### src/rtl/gray_rx_decoder.sv
// gray_rx_decoder: synchronize a Gray count, convert to binary, classify each change as up/down/illegal
module gray_rx_decoder #(
    parameter int W           = 4,
    parameter int SYNC_STAGES = 2
) (
    input  logic         clk,
    input  logic         rst,
    input  logic [W-1:0] g_in,
    input  logic         en,
    input  logic         clr_err,
    output logic [W-1:0] bin_out,
    output logic         valid,
    output logic         step_up,
    output logic         step_dn,
    output logic         err,
    output logic [7:0]   err_cnt
);
    typedef enum logic {INIT, TRACK} state_t;
    localparam int FW = $clog2(SYNC_STAGES + 1);
    state_t         state_q, state_d;
    logic [W-1:0]   sync_q [SYNC_STAGES];
    logic [W-1:0]   g_s, b, diff;
    logic [FW-1:0]  fill_q;
    logic           filled;
    logic [W-1:0]   prev_b_q, prev_b_d;
    logic           valid_q, valid_d;
    logic           step_up_q, step_up_d;
    logic           step_dn_q, step_dn_d;
    logic           err_q, err_d;
    logic [7:0]     err_cnt_q, err_cnt_d;
    assign g_s    = sync_q[SYNC_STAGES-1];
    assign filled = fill_q == FW'(SYNC_STAGES);
    assign diff   = b - prev_b_q;
    for (genvar i = 0; i < W; i++) begin : g_conv
        assign b[i] = ^(g_s >> i);
    end
    // synchronizer chain into the local clock domain
    always_ff @(posedge clk or posedge rst) begin
        if (rst) begin
            for (int i = 0; i < SYNC_STAGES; i++) sync_q[i] <= '0;
        end else begin
            sync_q[0] <= g_in;
            for (int i = 1; i < SYNC_STAGES; i++) sync_q[i] <= sync_q[i-1];
        end
    end
    // count edges since reset so the baseline is taken from a real sample, not the reset zeros
    always_ff @(posedge clk or posedge rst) begin
        if (rst) fill_q <= '0;
        else if (!filled) fill_q <= fill_q + 1'b1;
    end
    // FSM state register
    always_ff @(posedge clk or posedge rst) begin
        if (rst) state_q <= INIT;
        else state_q <= state_d;
    end
    // FSM next state: leave INIT once a filled sample is accepted
    always_comb begin
        state_d = state_q;
        if (state_q == INIT && en && filled) state_d = TRACK;
    end
    // FSM outputs: baseline capture, step classification and error counting
    always_comb begin
        prev_b_d  = prev_b_q;
        valid_d   = valid_q;
        step_up_d = 1'b0;
        step_dn_d = 1'b0;
        err_d     = 1'b0;
        if (en && state_q == INIT && filled) begin
            prev_b_d = b;
            valid_d  = 1'b1;
        end else if (en && state_q == TRACK && diff != '0) begin
            prev_b_d  = b;
            step_up_d = diff == W'(1);
            step_dn_d = diff == {W{1'b1}};
            err_d     = diff != W'(1) && diff != {W{1'b1}};
        end
        err_cnt_d = clr_err ? 8'd0 : (err_d && err_cnt_q != 8'hFF) ? err_cnt_q + 8'd1 : err_cnt_q;
    end
    // registered outputs
    always_ff @(posedge clk or posedge rst) begin
        if (rst) begin
            prev_b_q  <= '0;
            valid_q   <= 1'b0;
            step_up_q <= 1'b0;
            step_dn_q <= 1'b0;
            err_q     <= 1'b0;
            err_cnt_q <= 8'd0;
        end else begin
            prev_b_q  <= prev_b_d;
            valid_q   <= valid_d;
            step_up_q <= step_up_d;
            step_dn_q <= step_dn_d;
            err_q     <= err_d;
            err_cnt_q <= err_cnt_d;
        end
    end
    assign bin_out = prev_b_q;
    assign valid   = valid_q;
    assign step_up = step_up_q;
    assign step_dn = step_dn_q;
    assign err     = err_q;
    assign err_cnt = err_cnt_q;
endmodule
### config.mk
export PLATFORM = sky130hd
export DESIGN_NAME = gray_rx_decoder
export DESIGN_NICKNAME = d
export VERILOG_FILES = /design/src/rtl/gray_rx_decoder.sv
export SDC_FILE = /design/constraint.sdc
export NUM_CORES = 1
export LEC_CHECK = 0
export BUFFER_PORTS_ARGS = -buffer_cell sky130_fd_sc_hd__buf_2
export CORE_UTILIZATION = 50
export CTS_CLUSTER_SIZE = 25
export DETAILED_ROUTE_END_ITERATION = 7
export PLACE_DENSITY = 0.78
export SLEW_MARGIN = 5
export SYNTH_ARGS = -nofsm -noshare
export SYNTH_HDL_FRONTEND = slang
export SYNTH_SLANG_ARGS = --single-unit
### constraint.sdc
create_clock -name clk -period 3.6 [get_ports clk]
set_input_delay 0.54 -clock clk [delete_from_list [all_inputs] [get_ports clk]]
set_output_delay 0.54 -clock clk [all_outputs]
set_load 0.01 [all_outputs]
==> impl_summary.md <==
CTS
In this run, post-CTS hold repair placed 0 buffers. In this run the number of H-tree levels came out at 1. The clock drives 26 sinks. The longest clock path from root to sink contains 2 buffers. The clock latency reported for the late side of the worst-skew pair is about 330 ps. The clock root buffer is clkbuf_4. TritonCTS built the clock tree. The number of buffers created by CTS is 3. After clock tree synthesis, the setup repair step added 0 buffers.

After clock tree synthesis, the clock-pin slew on the worst setup and hold paths is 140 ps.

Layout
In the layout the commonest cells are dfrtp_1, buf_2, nand3_1, inv_1, a21oi_1. The number of nets in the layout is roughly 170. The total area of sequential cells is approximately 650 sq um. Leaving out fill and tap cells, the most frequent cell in the layout is dfrtp_1. The fraction of layout cells with a size suffix above 1 is 23.7%.

The synthesis-to-finish area growth is 13.6%. For this run, the share of the core covered by cells in the final layout is 62.3%. Fill cells in the final layout number about 210. The area used by multi-input combinational logic is a little over 700 sq um. The final antenna diode count is 0.

Logic synthesis
The top-area cell type share of the netlist area is ~46%. After synthesis, the share of flip-flops with an asynchronous set or reset is 100%. The total nets after synthesis is 146. Summed over all instances, the cell type with the most area after synthesis is dfrtp_1. For this run, the leading register cell type out of synthesis is dfrtp_1.

The unique cell type count in the Yosys netlist is 36. In the post-synthesis netlist, the biggest area contributors are dfrtp_1, mux2_1, ha_1, mux2i_1, nand3_1. Synthesis produced a netlist whose cell count is between 100 and 150. The cell area after synthesis is around 1400 sq um. The flip-flop and latch count after synthesis is 26. Of the synthesized area, sequential elements account for 45.8%. The number of warnings reported in the yosys synthesis log is 0. In this run, synthesis inferred 0 flip-flops with an integrated enable.

The average footprint of a synthesized cell is 10.8 sq um.

STA
The worst pin sits at a relative slew slack of between 30% and 40%. The final setup skew is about 3.7 ps. Across all hold checks on the routed design, the worst slack comes to approximately 300 ps. The pin slew with the least headroom to its limit is between 900 and 1000 ps. Static timing analysis puts the maximum clock frequency at around 300 MHz.

The minimum clock period is about 3400 ps. The number of failing hold endpoints at the final stage is 0. The final number of max-transition violations is 0.

After routing, the total negative slack on setup checks comes to 0 ps. The worst path uses a little over 90% of the clock period. The final count of negative-setup-slack endpoints is 0.

Die
In this run the count of I/O pins placed on the die edge is 24. In this run the core area contains 18 standard-cell rows. The area of the core region is between 2000 and 3000 sq um.

The full die area is about 3100 sq um. The vertical die dimension is 55.3 um. From left edge to right edge, the die measures 55.3 um. For this configuration, the core starts out at a cell density of 54.8%.

Global routing
The initial antenna violation count is 0. The residual overflow from global routing is 0. The total routing usage reported by global routing is around 20%. The wire length of the first global-routing pass is just under 5000 um. The number of global-route vias before repair is approximately 1100.

Entering global routing, the biggest net connects 27 pins.

Setup path
The worst endpoint required time is around 3800 ps. The maximum fanout encountered on the critical timing path is 6. The worst setup path is captured at a flip-flop.

The arrival time of data at the critical path endpoint is 3590 ps. The category of the critical setup timing path is flip-flop to flip-flop. The worst setup path is launched from a flip-flop.

Routing
The violation count after the first detailed-routing iteration is 31. The count of nets left with antenna violations after detail routing is 0. The wire length after detailed routing is around 2800 um. The detailed-route DRC error count is 0. Across all layers, the routed design uses about 1100 vias. After detailed routing, the number of vias per cell comes to about 5.8. The first detailed-routing pass ran for 4 iterations.

Dividing the detail-routed wire length by the instance count gives between 10 and 15 um.

Pwr
In this run, flip-flops and latches consume 35.2% of the power. The overall power consumption is 0.00104 W. The net load switching power is 0.000407 W. The share of total power dissipated in the clock network is between 10% and 20%.

The internal power of the cells is 0.000638 W. For this design the static power due to leakage is 0.757 nW. Per report_power, the combinational group accounts for 45.4% of the total.

Power spread over the standard cell area amounts to 648 nW/um^2. The proportion of total power due to net switching is between 30% and 40%. Across the VDD grid, the largest voltage drop is around 0.42 mV.

Run
The max-cap violation count is 0.

Place
Detailed placement ended at an HPWL of approximately 2000 um. The weighted congestion at the end of routability-driven global placement is about 0.94. In this run the tool buffered the top-level ports with 23 buffer cells.

Worst hold path
The class of the worst hold path is input pin to flip-flop.

Run status
The flow ran to the end, and the final reports show no timing, DRC or antenna violations.
synth_stat cells, types with 4 or more instances:
cell type  count
nor2b_1        6
nand2_1        6
xnor2_1        4
nand3_1       10
a21oi_1        8
inv_1          9
dfrtp_1       26
nor2_1         6
o2111ai_1      5
xor2_1         4
mux2_1         6
ha_1           5
mux2i_1        6
timing repair:
item	CTS	global route
endpoints found under the hold margin	0	0
resized for setup	0	1
setup endpoints to repair	0	4
stage by stage:
step / std cells / area [sq um] / worst slack, ps
after CTS: 186 / 1610 / 214
after detailed placement: 182 / 1550 / 267
after floorplan: 132 / 1420 / 579
final: 186 / 1610 / 240
after global placement: 182 / 1550 / 414
after global routing: 186 / 1610 / -6.01
per-layer routing:
metal	track usage, %	part of all wire [%]	up-vias
li1	-	-	512
met1	26.6	43	531
met2	32.4	50	29
met3	2.58	4.1	9
met4	9.29	2.9	0
met5	0	0	-
layout make-up:
class / instances / area share (%)
tap: 30 / 2.33
multi-input combinational: 94 / 44.8
clock buffer: 3 / 1.40
sequential: 26 / 40.3
timing repair buffer: 23 / 7.14
inverter: 9 / 2.09
clock inverter: 1 / 1.86
flip-flops by register name, indices dropped and copies added, names as in the netlist:
name / count
sync_q: 4
err: 1
g_s: 4
bin_out: 4
fill_q: 2
step_dn: 1
step_up: 1
valid: 1
err_cnt: 8
power by group through the flow:
stage | Combinational [W] | Clock (W) | Sequential [W]
6_report | 0.000475 | 0.000203 | 0.000367
5_1_grt | 0.000525 | 0.000221 | 0.000373
4_1_cts | 0.000474 | 0.000206 | 0.000368
3_5_place_dp | 0.000467 | 0 | 0.000373
3_3_place_gp | 0.000449 | 0 | 0.000369
2_1_floorplan | 0.000350 | 0 | 0.000388
worst max-delay path, stage by stage (launching register included):
cell	delay [ps]
dfrtp_1	460
xor2_1	360
xor2_2	280
xnor2_1	190
ha_1	210
inv_1	60
fa_1	430
xnor2_1	260
nand2_1	210
nor4b_2	290
o22ai_2	180
mux2_1	340
worst paths after layout:
check                           startpoint          to  slack (ps)  cells past startpoint
worst max-delay path                g_s[3]  bin_out[3]         240                     11
worst min-delay path               g_in[0]   sync_q[4]         300                      1
worst max register to register      g_s[3]  bin_out[3]         240                     11
worst min register to register   sync_q[7]      g_s[3]         370                      0
max in group asynchronous              rst      g_s[0]        2610                      2
min in group asynchronous              rst  err_cnt[0]         410                      2
logic make-up after synthesis:
group / share of synthesized area (%)
compound gates: 10.9
xor+xnor: 4.93
fa+ha+maj: 5.82
buf+inv: 3.79
flops: 45.8
mux: 9.78
simple gates: 18.9
Power figures use the tool's default switching activity.
